`src/rtl/ssd_bcd_display.sv`:
```
// 4-digit common-anode seven-segment back-end with a sequential double-dabble
// binary-to-BCD converter. Optional build macro: SSD_LEADING_ZERO_BLANK_EN.
module ssd_bcd_display #(
    parameter int IN_WIDTH     = 13,
    parameter int REFRESH_BITS = 18
) (
    input  logic                clk,
    input  logic                rst,
    input  logic [IN_WIDTH-1:0] value,
    input  logic                load,
    output logic                busy,
    output logic [3:0]          anode,
    output logic [6:0]          cathode
);

    localparam int         BIN_W     = 13;
    localparam int         BCD_W     = 16;
    localparam logic [3:0] LAST_ITER = 4'd12;

    typedef enum logic [1:0] {
        IDLE,
        SHIFT,
        COMMIT
    } state_t;

    state_t                  state_q;
    state_t                  state_d;
    logic [BIN_W-1:0]        bin_q;
    logic [BIN_W-1:0]        bin_d;
    logic [BCD_W-1:0]        bcd_q;
    logic [BCD_W-1:0]        bcd_d;
    logic [3:0]              iter_q;
    logic [3:0]              iter_d;
    logic [BCD_W-1:0]        disp_q;
    logic [BCD_W-1:0]        disp_d;
    logic [BIN_W-1:0]        value_ext;
    logic [BCD_W-1:0]        bcd_adj;
    logic [BCD_W+BIN_W-1:0]  shifted;
    logic [REFRESH_BITS-1:0] refresh_q;
    logic [1:0]              sel;
    logic [3:0]              digit;
    logic                    blank;
    logic [3:0]              anode_d;
    logic [6:0]              cathode_d;

    function automatic logic [6:0] seg_decode(input logic [3:0] d);
        logic [6:0] s;
        unique case (d)
            4'd0:    s = 7'b1000000;
            4'd1:    s = 7'b1111001;
            4'd2:    s = 7'b0100100;
            4'd3:    s = 7'b0110000;
            4'd4:    s = 7'b0011001;
            4'd5:    s = 7'b0010010;
            4'd6:    s = 7'b0000010;
            4'd7:    s = 7'b1111000;
            4'd8:    s = 7'b0000000;
            4'd9:    s = 7'b0010000;
            default: s = 7'b1111111;
        endcase
        return s;
    endfunction

    always_comb begin
        value_ext                = '0;
        value_ext[IN_WIDTH-1:0]  = value;
    end

    // Double-dabble correction: any nibble >= 5 would overflow past 9 on the shift.
    always_comb begin
        bcd_adj = bcd_q;
        for (int i = 0; i < 4; i++) begin
            if (bcd_q[4*i +: 4] >= 4'd5) begin
                bcd_adj[4*i +: 4] = bcd_q[4*i +: 4] + 4'd3;
            end
        end
        shifted = {bcd_adj, bin_q} << 1;
    end

    always_comb begin
        state_d = state_q;
        bin_d   = bin_q;
        bcd_d   = bcd_q;
        iter_d  = iter_q;
        disp_d  = disp_q;
        unique case (state_q)
            IDLE: begin
                if (load) begin
                    bin_d   = value_ext;
                    bcd_d   = '0;
                    iter_d  = '0;
                    state_d = SHIFT;
                end
            end
            SHIFT: begin
                if (load) begin
                    bin_d  = value_ext;
                    bcd_d  = '0;
                    iter_d = '0;
                end else begin
                    bcd_d  = shifted[BCD_W+BIN_W-1:BIN_W];
                    bin_d  = shifted[BIN_W-1:0];
                    iter_d = iter_q + 4'd1;
                    if (iter_q == LAST_ITER) begin
                        state_d = COMMIT;
                    end
                end
            end
            COMMIT: begin
                disp_d  = bcd_q;
                state_d = IDLE;
                // A strobe landing on the commit cycle starts the next conversion.
                if (load) begin
                    bin_d   = value_ext;
                    bcd_d   = '0;
                    iter_d  = '0;
                    state_d = SHIFT;
                end
            end
            default: begin
                state_d = IDLE;
            end
        endcase
    end

    always_ff @(posedge clk) begin
        if (rst) begin
            state_q <= IDLE;
            bin_q   <= '0;
            bcd_q   <= '0;
            iter_q  <= '0;
            disp_q  <= '0;
        end else begin
            state_q <= state_d;
            bin_q   <= bin_d;
            bcd_q   <= bcd_d;
            iter_q  <= iter_d;
            disp_q  <= disp_d;
        end
    end

    assign busy = (state_q != IDLE);

    assign sel = refresh_q[REFRESH_BITS-1 -: 2];

    always_comb begin
        digit   = disp_q[3:0];
        anode_d = 4'b1110;
        unique case (sel)
            2'd0: begin
                digit   = disp_q[3:0];
                anode_d = 4'b1110;
            end
            2'd1: begin
                digit   = disp_q[7:4];
                anode_d = 4'b1101;
            end
            2'd2: begin
                digit   = disp_q[11:8];
                anode_d = 4'b1011;
            end
            default: begin
                digit   = disp_q[15:12];
                anode_d = 4'b0111;
            end
        endcase
    end

    // Blanking looks only at committed digits so it never flickers mid-conversion.
    always_comb begin
        blank = 1'b0;
`ifdef SSD_LEADING_ZERO_BLANK_EN
        unique case (sel)
            2'd3:    blank = (disp_q[15:12] == 4'd0);
            2'd2:    blank = (disp_q[15:8] == 8'd0);
            2'd1:    blank = (disp_q[15:4] == 12'd0);
            default: blank = 1'b0;
        endcase
`else
        blank = 1'b0;
`endif
        cathode_d = blank ? 7'b1111111 : seg_decode(digit);
    end

    always_ff @(posedge clk) begin
        if (rst) begin
            refresh_q <= '0;
            anode     <= 4'b1111;
            cathode   <= 7'b1111111;
        end else begin
            refresh_q <= refresh_q + 1'b1;
            anode     <= anode_d;
            cathode   <= cathode_d;
        end
    end

endmodule
```
`config.mk`:
```
export PLATFORM = sky130hd
export DESIGN_NAME = ssd_bcd_display
export DESIGN_NICKNAME = d
export VERILOG_FILES = /design/src/rtl/ssd_bcd_display.sv
export SDC_FILE = /design/constraint.sdc
export NUM_CORES = 1
export LEC_CHECK = 0
export CORE_ASPECT_RATIO = 2
export CORE_UTILIZATION = 30
export CTS_BUF_LIST = sky130_fd_sc_hd__clkbuf_8 sky130_fd_sc_hd__clkbuf_16
export DETAILED_ROUTE_END_ITERATION = 10
export SYNTH_ARGS = -nofsm -noshare
export SYNTH_HDL_FRONTEND = slang
export SYNTH_SLANG_ARGS = --single-unit
```
`constraint.sdc`:
```
create_clock -name clk -period 1.61 [get_ports clk]
set_input_delay 0.322 -clock clk [delete_from_list [all_inputs] [get_ports clk]]
set_output_delay 0.322 -clock clk [all_outputs]
set_load 0.1 [all_outputs]
```
[Word-level counts from Yosys, hierarchy flattened]
Memories as Yosys holds them, arrays and structs flattened. A register that Yosys moved wholly into a read port is not among the register bits.
Index checks and enable logic that the tools add are counted.
Word-level totals
  output and inout port bits: 12
  input port bits: 16
  memory bits (read-only): 112
  memories: 1
  register bits: 73
Memory list
  (name not given): words 16, bits a word 7, rd ports 1, clocked after Yosys merged registers in 1, wr ports 0, RTL line 48  | unique case (d)
Operators by class
  add/subtract/negate cells: 6
  $lt $le $gt $ge: 4
  reductions and logical operators: 7
  equal/unequal tests: 9
  multiplexer cells: 20
Operator list (count)
  $mux 16: 2
  $pmux 16 s2: 1
  $mux 13: 2
  $pmux 13 s2: 1
  $pmux 4 s3: 2
  $mux 4: 5
  $add 18x1->18 const B: 1
  $ge 4x3->1 const B: 4
  $add 4x2->4 const B: 3
  $pmux 4 s2: 1
  $mux 2: 3
  $ne 2x2->1 const B: 3
  $pmux 2 s3: 1
  $add 4x1->4 const B: 1
  $eq 2x1->1 const B: 2
  $eq 2x2->1 const B: 2
  $eq 4x4->1 const B: 1
  $logic_not 2->1: 2
  $reduce_bool 2->1: 2
  $add 3x2->3 const B: 1
  $mux 3: 1
  $reduce_and 3->1: 1
  $ne 2x1->1 const B: 1
  $reduce_and 2->1: 1
  other kinds (2): 2

[Longest topological paths before layout]
  depth in word-level cells: 4
  gate-level depth with buffers: 7
  gate-level depth less buffers: 7

[Worst setup path after synthesis]
No wires, ideal clock.
  path type: reg2reg
  start: reg refresh_q[16]
  end: reg cathode[2]
  arrival: 1.580 ns
  path slack: -0.092 ns
  cell stages (with the launch flop): 5
  cells stage by stage: dfxtp_1 > buf_6 > mux4_2 > or2_1 > a221o_1
On the way
  longest elaborated chain between the ends: 2
  elaborated cells between the ends (all ways): 4
  those cells by class: eq/ne: 2; mux: 1; reduce/logical: 1
Ends and longest elaborated chain
  from (decl): RTL line 39  | logic [REFRESH_BITS-1:0] refresh_q;
  from (signal assigned): RTL line 191  | refresh_q <= refresh_q + 1'b1;
  $eq 2x2->1 (tied with other cells): RTL line 149  | unique case (sel)
  $pmux 4 s3 *: RTL line 149
  to (decl): RTL line 13  | output logic [6:0] cathode
Mark *: on every way between the ends. The rest lies on a longest branch, timed or not.
A chain may end at the register's enable or synchronous reset.

[Final worst setup path]
Same ends and word-level chain as after synthesis.

==> impl_metrics.json <==
{
  "crit-reg2reg-launch": "refresh_q[16]",
  "setup_viol": 6,
  "fin_cells": 644,
  "die_w_um": 80.4,
  "powerDensity_nw_per_um2": 943,
  "hold_end": "cathode[0]",
  "crit_family": "multiplexers",
  "gp_routability_congestion": 0.776,
  "yosysTopAreaCell": "dfxtp_1",
  "fill_cells": 1156,
  "via_per_inst": 5.04,
  "ys_warn_count": 0,
  "slowest_stage": "mux4_2",
  "crit_arrival_ns": 1.91,
  "io_buffers": 27,
  "area_delta_synth_final_pct": 30.8,
  "synth_fa_ha_area_frac": 0.0476,
  "dp_cells": 625,
  "synth-seq-cells": 80,
  "ys_top_cells_by_count": "dfxtp_1, nor2_1, nand2_1",
  "route.detailed.drc": 0,
  "synth_nets": 473,
  "postSynth.asyncResetShare": 0,
  "slew_viol_final": 0,
  "synth_compound_area_frac": 0.128,
  "grt_pass1_vias": 3311,
  "min_period_ns": 1.70,
  "clkSinkCount": 80,
  "synth-main-ff-cell": "dfxtp_1",
  "setup_tns_ns": -0.379,
  "synth_most_common_cell": "dfxtp_1",
  "postCtsHoldBufs": 0,
  "cts_buffers": 9,
  "die_y_um": 159,
  "drt_pass1_iterations": 4,
  "setup_slack_ns": -0.0881,
  "cts.path.max_buffers": 2,
  "clkTransAtPathRegs_ns": 0.06,
  "grt_max_degree": 45,
  "routed_wl_um": 8380,
  "rr_endpoint": "cathode[2]",
  "design_area_um2": 4820,
  "synth_area_leaders": "dfxtp_1, nor2_1, nand2_1, a21oi_1, ha_1",
  "rsz0062_at_grt": "yes",
  "avgRoutedWirePerCell_um": 13.0,
  "slowest_delay_ns": 0.56,
  "synth_top_family_by_area": "simple AND/OR/NAND/NOR gates",
  "ant_nets": 0,
  "clk_latency_ns": 0.34,
  "ctsHtreeMaxLevel": 3,
  "final_util": 0.407,
  "relSlewSlack": 0.719,
  "grt_overflow": 0,
  "hold_path.class": "in2reg",
  "finalClockSkew_ns": 0.00779,
  "yosysTopAreaCellShare": 0.435,
  "vias": 3246,
  "required_ns": 1.82,
  "grt_usage": 0.145,
  "cts_tree": "built",
  "timing.final.crit_share": 1.05,
  "synth-simple-area-share": 0.261,
  "grt_pass1_wl_um": 14500,
  "placed_area_um2": 4450,
  "netlist_instances": 443,
  "worst-r2r-cell-count": 4,
  "dieArea_um2": 12800,
  "crit_buf_inv": 1,
  "fmax_mhz": 589,
  "grt_antenna_before_repair": 0,
  "min_from": "rst",
  "run_status": "complete, but fails checks",
  "finalNetCount": 524,
  "path_cells": "mux4_2, buf_6, ha_4, a221o_1",
  "rows": 56,
  "drive_above_1_share": 0.176,
  "maxCapViolCount": 0,
  "hold_viol": 0,
  "startpoint_type": "register",
  "synthXorXnorAreaFrac": 0.0499,
  "syn_area_per_cell_um2": 8.31,
  "coreArea_um2": 11800,
  "cts-root-buf": "clkbuf_16",
  "synth.distinct_cells": 43,
  "p_leak_nw": 1.85,
  "start_util": 0.311,
  "regToRegSetupSlack_ns": -0.09,
  "antennaDiodeCount": 0,
  "dp_hpwl_um": 6170,
  "synth_edf_count": 0,
  "critPathKind": "reg2reg",
  "irDropWorstVdd_mv": 0.673,
  "drt-initial-drc-count": 168,
  "synth.cell_area_um2": 3680,
  "tightestPinTransition_ns": 0.421,
  "holdPathStages": 3,
  "hold_slack_ns": 0.355,
  "ys_seq_area_frac": 0.435,
  "violations": "negative setup slack",
  "synth.area.mux_share": 0.0309,
  "ioPinCount": 28,
  "crit_fanout": 5,
  "cp-end-kind": "register"
}
placed cells by master, fill, tap and decap left out, types with 4 or more instances in the layout:
master           instances
dfxtp_1                 77
nor2_1                  59
nand2_1                 54
a21oi_1                 39
buf_4                   35
nand2b_1                20
inv_1                   17
clkdlybuf4s50_1         14
buf_12                  14
xnor2_1                 13
or3_1                   13
o21ai_0                 13
ha_1                    13
nand3_1                 11
nor4_1                  11
clkbuf_16                9
xor2_1                   8
a22oi_1                  8
nand4_1                  6
nor3_1                   6
mux4_2                   4
nor2b_1                  4
nand3b_1                 4
a32oi_1                  4
power by group:
part | leakage (nW) | internal, W | total (W) | switching, W
combinational | 1.05 | 0.000189 | 0.000451 | 0.000262
clock | 0.155 | 0.00124 | 0.00203 | 0.000797
sequential | 0.653 | 0.00203 | 0.00206 | 0.0000313
kinds of logic after synthesis:
kind of cell,count (synthesis)
xor+xnor,21
compound gates,80
flops,80
mux,6
simple gates,200
buf+inv,42
fa+ha+maj,14
worst max-delay path by stage:
| stage | cells past startpoint | slack, ns | startpoint | endpoint |
|---|---|---|---|---|
| CTS | 3 | -0.12 | refresh_q[16] | cathode[2] |
| detailed placement | 3 | -0.18 | refresh_q[16] | cathode[2] |
| finish | 4 | -0.09 | refresh_q[16] | cathode[2] |
| global route | 6 | -0.13 | refresh_q[16] | cathode[1] |
| global placement | 3 | -0.13 | refresh_q[16] | cathode[2] |
| floorplan | 4 | -0.07 | refresh_q[16] | cathode[2] |
routing by layer:
layer / vias up / track usage / part of all wire
li1: 1608 / - / -
met1: 1568 / 0.131 / 0.35
met2: 55 / 0.279 / 0.60
met3: 15 / 0.0236 / 0.022
met4: 0 / 0.0933 / 0.029
met5: - / 0 / 0
timing repair:
item / in CTS / in global routing
endpoints found under the setup margin: 7 / 24
setup buffers: 3 / 0
pin swaps: 6 / 3
resized for setup: 7 / 7
stage by stage:
stage	power [W]	worst slack (ns)
after detailed placement	0.00256	-0.178
after CTS	0.00460	-0.119
after global routing	0.00472	-0.134
after global placement	0.00254	-0.129
final	0.00454	-0.0881
after floorplan	0.00237	-0.0667
state kept, by name (all words and copies together), names as in the netlist:
name and flops:
iter_q 4, disp_q 16, refresh_q 18, bcd_q 16
state_q 2, anode 4, cathode 7, bin_q 13
worst min-delay path, cell delays in order:
cell and delay [ns]:
buf_2 0.22, nor3_4 0.07, nand2_1 0.04
cell type report:
type	count	area, um2	share of cell area
flip-flops and latches	80	1610	0.334
multi-input cells	321	1960	0.406
clock inverters	6	60.1	0.0125
well taps	145	181	0.0377
inverters	16	60.1	0.0125
repair buffers	66	711	0.148
clock buffers	10	239	0.0496
Power figures use the tool's default switching activity.
